`src/rtl/aurora_ll_pkg.sv`:
```
// Shared types and constants for the Aurora LocalLink scheduler.
// Holds the controller state encoding, the fixed frame header and length,
// and a helper that builds any word of the 4-word status frame.
package aurora_ll_pkg;

  typedef enum logic [2:0] {
    StGtRst,
    StCoreRst,
    StWaitUp,
    StIdle,
    StSend
  } state_e;

  localparam logic [7:0]  FrameHdr = 8'hA5;
  localparam int unsigned FrameLen = 4;

  typedef logic [$clog2(FrameLen)-1:0] word_idx_t;

  // W0 = {hdr, seq}, W1 = {0, p}, W2 = {0, ~p}, W3 = 16-bit sum of W0..W2.
  function automatic logic [15:0] frame_word(input word_idx_t  idx,
                                             input logic [7:0] seq,
                                             input logic [7:0] p);
    logic [15:0] w0, w1, w2;
    w0 = {FrameHdr, seq};
    w1 = {8'h00, p};
    w2 = {8'h00, ~p};
    case (idx)
      2'd0:    frame_word = w0;
      2'd1:    frame_word = w1;
      2'd2:    frame_word = w2;
      default: frame_word = w0 + w1 + w2;
    endcase
  endfunction

endpackage

```
`src/rtl/aurora_cc_gen.sv`:
```
// Clock-compensation request generator.
// A free-running counter cycles 0..CC_PERIOD-1; WARN_CC covers the WARN_LEAD
// counts just before the DO_CC window, DO_CC covers the last CC_LEN counts.
// Both flags are registered and track the counter value of the same cycle.
// Ports:
//   clk_i      - transceiver user clock
//   reset_i    - synchronous, active-high
//   warn_cc_o  - registered warning flag
//   do_cc_o    - registered compensation request
// Requires CC_PERIOD > CC_LEN + WARN_LEAD.
module aurora_cc_gen #(
  parameter int unsigned CC_PERIOD = 5000,
  parameter int unsigned CC_LEN    = 6,
  parameter int unsigned WARN_LEAD = 5
) (
  input  logic clk_i,
  input  logic reset_i,
  output logic warn_cc_o,
  output logic do_cc_o
);

  localparam int unsigned CntW = (CC_PERIOD > 1) ? $clog2(CC_PERIOD) : 1;
  localparam logic [CntW-1:0] LastCnt = CntW'(CC_PERIOD - 1);
  localparam logic [CntW-1:0] WarnLo  = CntW'(CC_PERIOD - CC_LEN - WARN_LEAD);
  localparam logic [CntW-1:0] DoLo    = CntW'(CC_PERIOD - CC_LEN);

  logic [CntW-1:0] cnt_q, cnt_d;
  logic            warn_q, warn_d;
  logic            do_q, do_d;

  // Flags are decoded from the next count so the registered outputs line up
  // with the counter value they describe.
  always_comb begin
    cnt_d  = (cnt_q == LastCnt) ? '0 : cnt_q + 1'b1;
    warn_d = (cnt_d >= WarnLo) && (cnt_d < DoLo);
    do_d   = (cnt_d >= DoLo);
  end

  always_ff @(posedge clk_i) begin
    if (reset_i) begin
      cnt_q  <= '0;
      warn_q <= 1'b0;
      do_q   <= 1'b0;
    end else begin
      cnt_q  <= cnt_d;
      warn_q <= warn_d;
      do_q   <= do_d;
    end
  end

  assign warn_cc_o = warn_q;
  assign do_cc_o   = do_q;

endmodule

```
`src/rtl/aurora_ll_sched.sv`:
```
// Aurora 16-bit LocalLink controller.
// Sequences GT and core reset, waits for CHANNEL_UP (retrying on timeout),
// drives periodic clock compensation and frames a latched status byte into
// fixed 4-word LocalLink frames with SRC/DST ready handshaking.
// Ports:
//   clk, reset            - user clock, synchronous active-high reset
//   tx_req, payload       - level request and status byte; tx_ack pulses on accept
//   GT_RESET, RESET_CORE  - core reset controls; CHANNEL_UP from core
//   WARN_CC, DO_CC        - clock-compensation controls
//   TX_*                  - LocalLink source interface; TX_DST_RDY_N from core
//   busy                  - high outside IDLE
//   frames_sent           - completed frames, wraps
//   link_drops            - link losses and bring-up timeouts, saturates at 255
module aurora_ll_sched
  import aurora_ll_pkg::*;
#(
  parameter int unsigned GT_RST_CYC   = 16,
  parameter int unsigned CORE_RST_CYC = 16,
  parameter int unsigned UP_TIMEOUT   = 65535,
  parameter int unsigned CC_PERIOD    = 5000,
  parameter int unsigned CC_LEN       = 6,
  parameter int unsigned WARN_LEAD    = 5
) (
  input  logic        clk,
  input  logic        reset,
  input  logic        tx_req,
  input  logic [7:0]  payload,
  output logic        tx_ack,
  output logic        GT_RESET,
  output logic        RESET_CORE,
  input  logic        CHANNEL_UP,
  output logic        WARN_CC,
  output logic        DO_CC,
  output logic [15:0] TX_D,
  output logic        TX_REM,
  output logic        TX_SRC_RDY_N,
  output logic        TX_SOF_N,
  output logic        TX_EOF_N,
  input  logic        TX_DST_RDY_N,
  output logic        busy,
  output logic [15:0] frames_sent,
  output logic [7:0]  link_drops
);

  localparam word_idx_t LastWord = word_idx_t'(FrameLen - 1);

  state_e      state_q, state_d;
  logic [15:0] cnt_q, cnt_d;
  word_idx_t   idx_q, idx_d;
  logic [7:0]  seq_q, seq_d;
  logic [7:0]  pay_q, pay_d;
  logic [15:0] frames_q, frames_d;
  logic [7:0]  drops_q, drops_d;
  logic        drop_evt;
  logic        in_send;

  aurora_cc_gen #(
    .CC_PERIOD (CC_PERIOD),
    .CC_LEN    (CC_LEN),
    .WARN_LEAD (WARN_LEAD)
  ) u_cc_gen (
    .clk_i     (clk),
    .reset_i   (reset),
    .warn_cc_o (WARN_CC),
    .do_cc_o   (DO_CC)
  );

  always_comb begin
    state_d  = state_q;
    cnt_d    = 16'd0;
    idx_d    = idx_q;
    seq_d    = seq_q;
    pay_d    = pay_q;
    frames_d = frames_q;
    drop_evt = 1'b0;
    tx_ack   = 1'b0;
    unique case (state_q)
      StGtRst: begin
        if (cnt_q == 16'(GT_RST_CYC - 1)) state_d = StCoreRst;
        else                              cnt_d   = cnt_q + 16'd1;
      end
      StCoreRst: begin
        if (cnt_q == 16'(CORE_RST_CYC - 1)) state_d = StWaitUp;
        else                                cnt_d   = cnt_q + 16'd1;
      end
      StWaitUp: begin
        if (CHANNEL_UP) begin
          state_d = StIdle;
        end else if (cnt_q == 16'(UP_TIMEOUT - 1)) begin
          state_d  = StGtRst;
          drop_evt = 1'b1;
        end else begin
          cnt_d = cnt_q + 16'd1;
        end
      end
      StIdle: begin
        // Link loss takes priority over a pending request.
        if (!CHANNEL_UP) begin
          state_d  = StWaitUp;
          drop_evt = 1'b1;
        end else if (tx_req) begin
          tx_ack  = 1'b1;
          pay_d   = payload;
          idx_d   = '0;
          state_d = StSend;
        end
      end
      StSend: begin
        // Abort beats a same-cycle transfer: the frame is discarded uncounted.
        if (!CHANNEL_UP) begin
          state_d  = StWaitUp;
          drop_evt = 1'b1;
        end else if (!TX_DST_RDY_N) begin
          idx_d = idx_q + 1'b1;
          if (idx_q == LastWord) begin
            frames_d = frames_q + 16'd1;
            seq_d    = seq_q + 8'd1;
            state_d  = StIdle;
          end
        end
      end
      default: state_d = StGtRst;
    endcase
    drops_d = (drop_evt && drops_q != 8'hFF) ? drops_q + 8'd1 : drops_q;
  end

  always_ff @(posedge clk) begin
    if (reset) begin
      state_q  <= StGtRst;
      cnt_q    <= 16'd0;
      idx_q    <= '0;
      seq_q    <= 8'd0;
      pay_q    <= 8'd0;
      frames_q <= 16'd0;
      drops_q  <= 8'd0;
    end else begin
      state_q  <= state_d;
      cnt_q    <= cnt_d;
      idx_q    <= idx_d;
      seq_q    <= seq_d;
      pay_q    <= pay_d;
      frames_q <= frames_d;
      drops_q  <= drops_d;
    end
  end

  // LocalLink outputs decode from registered state, so they stay stable while
  // the core withholds TX_DST_RDY_N.
  assign in_send      = (state_q == StSend);
  assign GT_RESET     = (state_q == StGtRst);
  assign RESET_CORE   = (state_q == StGtRst) || (state_q == StCoreRst);
  assign busy         = (state_q != StIdle);
  assign TX_SRC_RDY_N = !in_send;
  assign TX_SOF_N     = !(in_send && idx_q == '0);
  assign TX_EOF_N     = !(in_send && idx_q == LastWord);
  assign TX_D         = in_send ? frame_word(idx_q, seq_q, pay_q) : 16'h0000;
  assign TX_REM       = 1'b1;
  assign frames_sent  = frames_q;
  assign link_drops   = drops_q;

endmodule

```
`config.mk`:
```
export PLATFORM = sky130hd
export DESIGN_NAME = aurora_ll_sched
export DESIGN_NICKNAME = d
export VERILOG_FILES = /design/src/rtl/aurora_ll_pkg.sv /design/src/rtl/aurora_cc_gen.sv /design/src/rtl/aurora_ll_sched.sv
export SDC_FILE = /design/constraint.sdc
export NUM_CORES = 1
export LEC_CHECK = 0
export ABC_AREA = 1
export CAP_MARGIN = 5
export CELL_PAD_IN_SITES_DETAIL_PLACEMENT = 0
export CELL_PAD_IN_SITES_GLOBAL_PLACEMENT = 1
export CORE_MARGIN = 2
export CORE_UTILIZATION = 39
export DETAILED_ROUTE_END_ITERATION = 10
export PLACE_DENSITY_LB_ADDON = 0.25
export RECOVER_POWER = 100
export SYNTH_ARGS = -nofsm -noshare
export SYNTH_HDL_FRONTEND = slang
export SYNTH_SLANG_ARGS = --single-unit
```
`constraint.sdc`:
```
create_clock -name clk -period 2.6 [get_ports clk]
set_input_delay 0.39 -clock clk [delete_from_list [all_inputs] [get_ports clk]]
set_output_delay 0.39 -clock clk [all_outputs]
set_load 0.02 [all_outputs]
```
==> flow_summary.json <==
{
  "yosys-top-cells-area": "dfxtp_1 33%, nand2_1 11%, nor2_1 8.9%",
  "path_buf_inv": 2,
  "dpl_worst_slack_ps": -146.1,
  "tns_ps": 0,
  "final_cell_mix": "131 x nand2_1, 112 x nor2_1, 75 x inv_1",
  "gp_congestion": 0.8634,
  "status": "finished clean",
  "hold_path_class": "flop to flop",
  "dieArea_um2": 12650,
  "clkTransAtPathRegs_ps": 60,
  "setup_violations": 0,
  "fin_cells": 901,
  "post_synth.cell_area_avg_um2": 6.795,
  "ios": 63,
  "slew_viol_final": 0,
  "antenna_found_initial": 0,
  "hold_viol_final": 0,
  "worstPathArrival_ps": 2150,
  "r2r_cells": 12,
  "min_period_ps": 2540,
  "endpoint_kind": "primary output",
  "yosysTopAreaCellShare": 0.3317,
  "synthCells": 675,
  "tightest_slew_ps": 1408,
  "port_buffers": 58,
  "grt_pass1_wl_mm": 19.24,
  "synth_seq_area_share": 0.3317,
  "drc": 0,
  "fin_nets": 796,
  "hold_slack_ps": 455.0,
  "cp_max_fo": 6,
  "start_util": 0.4000,
  "clockBufferDepth": 2,
  "critical_path_depth": 7,
  "place_area_um2": 5439,
  "max_slew_margin": 0.06134,
  "layout_commonest_cell": "nand2_1",
  "max_cap_viol_count": 0,
  "r2r_end": "frames_sent[8]",
  "area_growth_pct": 26.54,
  "vias_per_cell": 4.953,
  "drive_gt1_frac": 0.1069,
  "start_kind": "flop",
  "die_height_um": 112.5,
  "grtUsageTotal": 0.1865,
  "dp.cells": 885,
  "critPathTopFamily": "compound AO/OA/AOI/OAI gates",
  "clock-skew-final_ps": 5.814,
  "synth_enable_flop_cells": 0,
  "cts.sink_count": 76,
  "grt_overflow": 0,
  "synth_seq_cells": 76,
  "synth.largest_area_cell": "dfxtp_1",
  "p_per_area_nw_per_um2": 444.3,
  "ys_warn_count": 0,
  "grt_pass1_vias": 4104,
  "worstSetupEndpoint": "TX_D[4]",
  "antenna_cells": 0,
  "wl_mm": 11.47,
  "leakagePower_nw": 2.507,
  "critical_path_required_ps": 2210,
  "ys_types": 44,
  "wl_per_cell_um": 12.73,
  "rows": 39,
  "core_um2": 11470,
  "min_period_over_period": 0.9769,
  "htreeDepth": 3,
  "cts_buffers": 9,
  "die_w_um": 112.5,
  "r2r_start": "state_q[2]",
  "dr.pass1.iters": 7,
  "path_cells": "inv_1 -> ha_1 -> a21oi_1 -> nand2_1 -> xnor2_1 -> a211oi_1 -> clkbuf_2",
  "cts_root_buffer": "clkbuf_16",
  "slowest_stage": "dfxtp_1",
  "ir_drop_mv": 0.2928,
  "fin_ws_ps": 60.17,
  "ant_nets": 0,
  "fmax_ghz": 0.3937,
  "synthFlopType": "dfxtp_1",
  "design_area_um2": 5804,
  "netlist_area_um2": 4587,
  "critPathKind": "flop to primary output",
  "grt_max_degree": 29,
  "drt_iter0_markers": 252,
  "via_count": 4463,
  "ff2ff_setup_slack_ps": 270,
  "clk_latency_ps": 330,
  "rsz0062_at_grt": "yes",
  "crit_start": "seq_q[3]",
  "hold_buffers": 0,
  "hpwl_mm": 8.635,
  "cts_tree": "built",
  "synthArstFlopShare": 0,
  "crit_path_max_incr_delay_ps": 390
}
area by class of cell:
| class | count | area, um^2 |
|---|---|---|
| clock buffer | 13 | 250.2 |
| clock inverter | 2 | 35.03 |
| fill | 1156 | 5663 |
| inverter | 80 | 301.5 |
| multi-input combinational | 503 | 2785 |
| sequential | 76 | 1526 |
| tap | 143 | 178.9 |
| timing repair buffer | 84 | 726.9 |
metrics by stage:
step	utilization	total power, mW
3_3_place_gp	0.4743	1.361
5_1_grt	0.5062	2.691
4_1_cts	0.5015	2.614
2_1_floorplan	-	1.315
6_report	0.5062	2.579
3_5_place_dp	0.4743	1.364
timing repair:
item / CTS / global route
resized for setup: 32 / 29
pin swaps: 5 / 14
endpoints found under the setup margin: 9 / 8
setup buffers: 0 / 1
metal layers:
layer / share of wire / track usage / up-vias
met4: 0.012 / 0.06260 / 0
li1: - / - / 2353
met1: 0.46 / 0.2353 / 2024
met2: 0.48 / 0.3133 / 77
met5: 0 / 0 / -
met3: 0.043 / 0.04536 / 9
worst min-delay path: stages (launching register included):
cell	delay, ps
dfxtp_1	310
inv_1	50
a21oi_1	50
logic make-up after synthesis:
group / after synthesis / share of synthesized area
flops: 76 / 0.3317
simple gates: 341 / 0.3303
compound gates: 109 / 0.1293
other cells: 2 / 0.001637
xor+xnor: 20 / 0.03819
fa+ha+maj: 29 / 0.08074
buf+inv: 98 / 0.08810
synthesized netlist by cell type, types with 2 or more instances:
cell type / n
inv_1: 75
ha_1: 28
inv_2: 4
nand2_1: 132
clkbuf_1: 9
o21ai_0: 41
conb_1: 2
nor3_1: 14
nand4_1: 16
dfxtp_1: 76
nor3b_1: 3
nand2_2: 2
xnor2_1: 7
or2_2: 4
xor2_1: 13
nand3_4: 2
nand3_1: 42
nor2_1: 109
a211oi_1: 5
a31oi_1: 5
a221oi_1: 3
nor2_2: 6
o2111ai_1: 2
nor3_2: 2
a21oi_1: 49
buf_4: 6
registers in the layout, indices dropped and copies added (netlist names):
name                count
seq_q                   8
cnt_q                  16
link_drops              8
u_cc_gen.cnt_q         13
u_cc_gen.warn_cc_o      1
idx_q                   2
u_cc_gen.do_cc_o        1
state_q                 3
pay_q                   8
frames_sent            16
report_power, final:
part	internal [mW]	switching (mW)	total [mW]	leakage, nW
combinational	0.0532	0.0867	0.140	1.75
sequential	1.18	0.0152	1.19	0.615
clock	0.764	0.481	1.25	0.140
how the worst min path moves through the flow:
stage	end	slack (ps)	depth (start not counted)	startpoint
finish	frames_sent[4]	460	2	frames_sent[4]
global route	cnt_q[0]	500	1	cnt_q[0]
CTS	frames_sent[4]	460	2	frames_sent[4]
detailed placement	frames_sent[4]	450	2	frames_sent[4]
global placement	cnt_q[0]	440	1	cnt_q[0]
floorplan	cnt_q[0]	430	1	cnt_q[0]
Note: power is estimated with default switching activity, not from simulation.
